## config.mk

```make
export PLATFORM = sky130hd
export DESIGN_NAME = wb_stage
export DESIGN_NICKNAME = d
export VERILOG_FILES = /design/src/rtl/wb_stage.sv
export SDC_FILE = /design/constraint.sdc
export NUM_CORES = 1
export LEC_CHECK = 0
export CORE_UTILIZATION = 40
export CTS_CLUSTER_DIAMETER = 40
export CTS_CLUSTER_SIZE = 40
export DETAILED_ROUTE_END_ITERATION = 10
export PLACE_DENSITY = 0.78
export SLEW_MARGIN = 30
export SYNTH_ARGS = -nofsm -noshare
export SYNTH_HDL_FRONTEND = slang
export SYNTH_SLANG_ARGS = --single-unit
```

## constraint.sdc

```tcl
create_clock -name clk_i -period 1.7 [get_ports clk_i]
set_input_delay 0.255 -clock clk_i [delete_from_list [all_inputs] [get_ports clk_i]]
set_output_delay 0.255 -clock clk_i [all_outputs]
set_load 0.05 [all_outputs]
```

## src/rtl/wb_stage.sv

```systemverilog
// wb_stage: register-file write-back stage.
// Selects ALU or aligned/extended load data, suppresses writes to r0,
// and registers the write strobe, address and data with a one-cycle latency.
// Optional feature: define WB_RETIRE_CNT_EN to add the retired_o counter.
module wb_stage #(
  parameter int DATA_W = 32,
  parameter int REG_AW = 5,
  parameter int CNT_W  = 32
) (
  input  logic              clk_i,
  input  logic              rst_i,
  input  logic              valid_i,
  input  logic              stall_i,
  input  logic              flush_i,
  input  logic              wreg_i,
  input  logic              m2reg_i,
  input  logic [1:0]        memsize_i,
  input  logic              memsign_i,
  input  logic [1:0]        byteoff_i,
  input  logic [DATA_W-1:0] aluresult_i,
  input  logic [DATA_W-1:0] dmemout_i,
  input  logic [REG_AW-1:0] destination_i,
`ifdef WB_RETIRE_CNT_EN
  output logic [CNT_W-1:0]  retired_o,
`endif
  output logic              valid_o,
  output logic              wreg_o,
  output logic [REG_AW-1:0] destination_o,
  output logic [DATA_W-1:0] datareg_o
);

  // Byte/half lanes always come from the low 32 bits; narrower words are
  // zero-padded so every byte offset selects a defined lane.
  logic [31:0] lo32;

  if ((DATA_W % 8) != 0 || DATA_W < 16 || CNT_W < 1) begin : g_bad_param
    $error("wb_stage: DATA_W must be a multiple of 8 and >= 16, CNT_W >= 1");
  end

  if (DATA_W >= 32) begin : g_lo_wide
    assign lo32 = dmemout_i[31:0];
  end else begin : g_lo_narrow
    assign lo32 = {{(32-DATA_W){1'b0}}, dmemout_i};
  end

  function automatic logic signed [DATA_W-1:0] ext8(input logic [7:0] b,
                                                     input logic sgn);
    logic signed [DATA_W-1:0] r;
    if (sgn) r = DATA_W'($signed(b));
    else     r = DATA_W'(b);
    return r;
  endfunction

  function automatic logic signed [DATA_W-1:0] ext16(input logic [15:0] h,
                                                      input logic sgn);
    logic signed [DATA_W-1:0] r;
    if (sgn) r = DATA_W'($signed(h));
    else     r = DATA_W'(h);
    return r;
  endfunction

  // Load alignment: pick the addressed byte/half lane, then extend.
  function automatic logic signed [DATA_W-1:0] load_align(
    input logic [DATA_W-1:0] word,
    input logic [31:0]       low,
    input logic [1:0]        size,
    input logic              sgn,
    input logic [1:0]        off
  );
    logic signed [DATA_W-1:0] r;
    logic [7:0]               b;
    logic [15:0]              h;
    case (off)
      2'd0:    b = low[7:0];
      2'd1:    b = low[15:8];
      2'd2:    b = low[23:16];
      default: b = low[31:24];
    endcase
    h = off[1] ? low[31:16] : low[15:0];
    case (size)
      2'b00:   r = ext8(b, sgn);
      2'b01:   r = ext16(h, sgn);
      default: r = $signed(word);
    endcase
    return r;
  endfunction

  logic signed [DATA_W-1:0] wdata_sel;
  logic                     wen_sel;
  logic                     capture;

  // Stage 0 input side: write-data mux and r0-suppressed write strobe.
  always_comb begin
    wdata_sel = m2reg_i ? load_align(dmemout_i, lo32, memsize_i, memsign_i, byteoff_i)
                        : $signed(aluresult_i);
    wen_sel   = valid_i & wreg_i & (destination_i != '0);
    capture   = ~stall_i & ~flush_i;
  end

  logic                     vld_p0;
  logic                     wreg_p0;
  logic [REG_AW-1:0]        dest_p0;
  logic signed [DATA_W-1:0] data_p0;

  // Output register: reset > flush > stall (hold) > capture.
  always_ff @(posedge clk_i) begin
    if (rst_i) begin
      vld_p0  <= 1'b0;
      wreg_p0 <= 1'b0;
      dest_p0 <= '0;
      data_p0 <= '0;
    end else if (flush_i) begin
      vld_p0  <= 1'b0;
      wreg_p0 <= 1'b0;
    end else if (capture) begin
      vld_p0  <= valid_i;
      wreg_p0 <= wen_sel;
      dest_p0 <= destination_i;
      data_p0 <= wdata_sel;
    end
  end

  assign valid_o       = vld_p0;
  assign wreg_o        = wreg_p0;
  assign destination_o = dest_p0;
  assign datareg_o     = data_p0;

`ifdef WB_RETIRE_CNT_EN
  logic [CNT_W-1:0] retired_p0;

  // Retire counter: one count per captured valid instruction, wraps naturally.
  always_ff @(posedge clk_i) begin
    if (rst_i)                  retired_p0 <= '0;
    else if (capture & valid_i) retired_p0 <= retired_p0 + 1'b1;
  end

  assign retired_o = retired_p0;
`endif

endmodule

```

Yosys cells after proc, flatten, opt, wreduce, memory -nomap -nowiden
Index checks and enable logic that the tools add are counted.
{ "totals": {"output_inout_bits": 39, "register_bits": 39, "in_bits": 81} }
{ "op_classes": {"n_eq_ne": 3, "bitwise_logic": 5, "n_mux": 6, "reduce_logical": 5} }
{ "op_table": {"columns": ["op", "count"], "rows": [
  ["2-to-1 mux 32 bit", 3],
  ["one-hot mux 32 bit (2 select lines)", 1],
  ["one-hot mux 8 bit (3 select lines)", 1],
  ["2-to-1 mux 16 bit", 1],
  ["nonzero test 5 bit", 1],
  ["equality test 2 x 1 -> 1 bit (second input constant)", 2],
  ["zero test 2 bit", 2],
  ["AND 1 bit", 3],
  ["equality test 2 bit (second input constant)", 1],
  ["inverter 1 bit", 2],
  ["AND reduction 2 bit", 1],
  ["OR reduction 2 bit", 1]
]} }

Logic depth before layout (Yosys ltp)
{ "logic_depth": {"depth_word": 5, "depth_mapped": 7, "mapped_depth_nobuf": 4} }

Least setup slack after synthesis
No wires, ideal clock.
{ "synth_timing": {"path_type": "input -> register", "from": "in byteoff_i[1]", "to": "reg data_p0[14] (netlist: datareg_o[14])", "cell_stages": 7, "setup_slack_ns": 0.360, "t_arrival_ns": 1.204, "setup_ns": 0.136, "path_buffers": 3, "path_cell_list": "buf_6 -> nor2b_4 -> buf_6 -> buf_6 -> a21o_1 -> a221oi_2 -> a211oi_2"} }
{ "synth_via": {"elab_chain_len": 5, "word_cells_on_any_way": 9} }
{ "synth_rtl": {"columns": ["item", "line", "text"], "rows": [
  ["start: declaration", "19", "input logic [1:0] byteoff_i,"],
  ["equality test 2 bit, or another cell as far along", "73", "case (off)"],
  ["one-hot mux 8 bit (3 select lines)", "73", null],
  ["2-to-1 mux 32 bit", "49", "if (sgn) r = DATA_W'($signed(b));"],
  ["one-hot mux 32 bit (2 select lines) (*)", "80", "case (size)"],
  ["2-to-1 mux 32 bit (*)", "94", "wdata_sel = m2reg_i ? load_align(dmemout_i, lo32, memsize_i, memsign_i, byteoff_i)"],
  ["end signal: assignment", "119", "data_p0 <= wdata_sel;"],
  ["end: declaration", "103", "logic signed [DATA_W-1:0] data_p0;"]
]} }
Mark *: on every way between the ends. The rest lies on a longest branch, timed or not.
A chain may end at the register's enable or synchronous reset.

Worst setup path in the final report
{ "layout_timing": {"from": "in flush_i", "to": "reg data_p0[13] (netlist: datareg_o[13])"} }
{ "layout_via": {"elab_chain_len": 3} }
{ "layout_rtl": {"columns": ["item", "line", "text"], "rows": [
  ["start: declaration", "14", "input logic flush_i,"],
  ["inverter 1 bit (no line) (*)", null, null],
  ["AND 1 bit", "97", "capture = ~stall_i & ~flush_i;"],
  ["AND reduction 2 bit (no line) (*)", null, null]
]} }
Marked as above.

==> summary.md <==
| Metric | Value |
|---|---|
| Crit Path Max Fanout | 9 |
| RSZ-0062 raised after global routing | no |
| First drt pass iteration count | 5 |
| Power Dens Cells | ~690 mW/mm^2 |
| Critical Path RT | 1.87 ns |
| Synth Register Bits | 39 |
| Status | completed |
| Vias per inst | approximately 5.8 |
| Most frequent cell after synthesis | dfxtp_1 |
| Core area | 0.00568 sq mm |
| Cell chain of the critical path | clkdlybuf4s50_1 -> nor2_1 -> nand2_1 -> a221oi_1 -> a211oi_2 |
| Commonest cells in the netlist | dfxtp_1, nand2_1, o21ai_0 |
| Clk pwr share | between 20% and 30% |
| I/O Buffers | about 120 |
| Final Hold Fails | 0 |
| Fin nets | ~510 |
| Synth cell types | 39 |
| Avg Cell Area, Syn | ~8.4 sq um |
| Worst slew pin tran | around 0.5 ns |
| Leak | around 1.5 nW |
| Flop pwr share | a little under two fifths |
| Final wirelength | 8.34 mm |
| Initial Util | between 40% and 50% |
| Final GP Congestion | just over 0.9 |
| Max_cap viols | 0 |
| FILL cells | ~500 |
| Switching power | around 0.86 mW |
| Residual DRC | 0 |
| Resized cells post-CTS | 0 |
| Internal power | approximately 1.8 mW |
| Switch share | approximately 32% |
| # IOs | 120 |
| Synth warn | 0 |
| Synth Cell Area | roughly 0.0024 sq mm |
| Pin count of the biggest net entering global routing | 33 |
| Clock sink count | 39 |
| DP HPWL | around 6.4 mm |
| Delay-heaviest family, CP | compound AO/OA/AOI/OAI gates |
| Syn Nets | 368 |
| Tcrit/Tclk final | approximately 98% |
| DR WL/cell | 16.8 um |
| Tmin final | between 1.5 and 2 ns |
| Layout cells sized above 1 | 22.4% |
| Gr ovfl total | 0 |
| Wire length on met1 | 3.51 mm |
| Routed vias | slightly below 3k |
| Worst Path Arrival | 1.83 ns |
| Met2 WL | approximately 4 mm |
| First-pass GRT wire length | between 10 and 15 mm |
| Vias in the first global route | approximately 2.7k |
| Sequential-to-total area share from yosys stat | 32.3% |
| N_diodes | 0 |
| Finished Layout Cells | 497 |
| Gate Count Post-Synth | between 200 and 300 |
| GRT Total Usage | a little over a quarter |
| Post-CTS setup buffer count | 0 |
| H-tree levels | 2 |
| DR iter-0 viols | approximately 180 |
| Min-Delay Path Class | reg -> reg |
| Peak Freq | 0.602 GHz |
| Cell taking the most area after synthesis | dfxtp_1 |
| Worst Setup Start Kind | input port |
| Ys async rst share | 0% |
| Synth-to-layout area growth | 61.2% |
| Share of Yosys cell area claimed by the top area cell type | around a third |
| Worst-Skew Late Latency | roughly 0.29 ns |
| CTS tree | built |
| Final clock skew | 0 ns |
| Setup crit end kind | register |
| TritonCTS Buffers | 5 |
| DIE HEIGHT | ~80 um |
| Slew headroom | 66.7% |
| Slew Limit Fails | 0 |
| Die span in x | 79.7 um |
| Top cells by area, synth | dfxtp_1, o21ai_0, a32oi_1 |
| Peak VDD IR | 0.424 mV |
| Ys flop type | dfxtp_1 |
| CP max stage delay | 0.49 ns |
| Placed cells | 489 |
| Clock-pin slew on the worst setup and hold paths | 0.08 ns |
| WP buf/inv | 1 |
| Clk root buf | clkbuf_8 |
| Setup Total Neg Slack | 0 ns |
| Antenna violations before repair | 0 |
| Die area | 0.00635 sq mm |
| Max Used Layer | met4 |
| Setup violations, final | 0 |
| Clk buf depth | 2 |
| Site Rows | 27 |
| Comb power frac | around a third |
| Slowest CP cell | a221oi_1 |
| Cts hold-fix bufs | 0 |
| ANT nets after route | 0 |
| Post-synth EDFFs | 0 |
| Routed length on met3 | 742 um |
| Critical path class | in -> reg |
==> power groups by stage <==
stage | Sequential (mW) | Clock [mW] | Combinational (mW)
2_1_floorplan | 1.20 | 0 | 0.279
3_3_place_gp | 1.02 | 0 | 0.863
3_5_place_dp | 1.02 | 0 | 0.873
4_1_cts | 1.00 | 0.802 | 0.877
5_1_grt | 1.01 | 0.849 | 0.936
6_report | 1.00 | 0.790 | 0.881
==> worst register-to-register path, stage by stage (launching register included) <==
cell and delay, ns:
dfxtp_1 0.36, o21ai_0 0.14, a211oi_1 0.25
==> flip-flops by register name, summed over array words and instances, names as in the netlist <==
register       flops
valid_o            1
destination_o      5
datareg_o         32
wreg_o             1
==> final timing paths <==
| kind | slack [ns] | cells past startpoint | endpoint | startpoint |
|---|---|---|---|---|
| max | 0.04 | 5 | datareg_o[13] | flush_i |
| min reg2reg | 0.46 | 2 | destination_o[4] | destination_o[4] |
| min | 0.46 | 2 | destination_o[4] | destination_o[4] |
| max reg2reg | 0.86 | 2 | datareg_o[9] | datareg_o[9] |
==> layout by cell type, fill, tap and decap left out, drive strengths merged <==
| master | Yosys | layout |
|---|---|---|
| clkdlybuf4s50 | 0 | 80 |
| buf | 19 | 76 |
| dfxtp | 39 | 39 |
| nand2 | 37 | 37 |
| o21ai | 35 | 35 |
| a21oi | 17 | 17 |
| a22oi | 16 | 16 |
| a32oi | 16 | 16 |
| or3 | 15 | 15 |
| a211oi | 10 | 10 |
| mux2i | 9 | 9 |
| a221oi | 8 | 8 |
| a22o | 7 | 7 |
| a311oi | 7 | 7 |
| nor2 | 7 | 7 |
| nor3b | 6 | 6 |
| o32ai | 6 | 6 |
| clkbuf | 11 | 5 |
| nor2b | 5 | 5 |
| dlymetal6s2s | 0 | 4 |
| inv | 3 | 3 |
| o31a | 2 | 2 |
| nor3 | 2 | 2 |
| clkinv | 0 | 2 |
| o2111ai | 1 | 1 |
| or2 | 1 | 1 |
| a21o | 1 | 1 |
| o211ai | 1 | 1 |
| a31oi | 1 | 1 |
| nand2b | 1 | 1 |
| o2bb2ai | 1 | 1 |
| a2111oi | 1 | 1 |
| and2b | 1 | 1 |
| nand4 | 1 | 1 |
| bufinv | 0 | 1 |
==> layer usage <==
layer,global-route usage [%],vias up
met5,0,-
met4,9.09,0
met3,6.06,10
met1,34.6,1344
met2,44.0,143
li1,-,1390
==> final cells by class <==
type,instances,area [sq um],share of cell area (%)
sequential,39,781,20.1
clock buffer,5,68.8,1.77
clock inverter,3,43.8,1.13
inverter,3,11.3,0.289
tap,72,90.1,2.31
timing repair buffer,160,1460,37.5
multi-input combinational,215,1440,37.0
==> stage by stage <==
stage	cell area, sq um	setup WS [ns]	hold WS, ns	util (%)	power, mW
2_1_floorplan	2410	0.360	0.333	-	1.48
3_3_place_gp	3760	-0.228	0.445	66.3	1.88
3_5_place_dp	3760	-0.271	0.453	66.3	1.89
4_1_cts	3880	0.000170	0.464	68.3	2.68
5_1_grt	3890	0.0103	0.473	68.6	2.79
6_report	3890	0.0388	0.460	68.6	2.67
==> logic make-up (layout without fill, tap and decap cells) <==
group / Yosys count / after routing / share of synthesized area [%]
AO/OA/AOI/OAI: 130 / 130 / 39.8
multiplexers: 9 / 9 / 3.73
buffers and inverters: 33 / 171 / 8.45
flip-flops: 39 / 39 / 32.3
AND/OR/NAND/NOR: 76 / 76 / 15.7
Power figures use the tool's default switching activity.
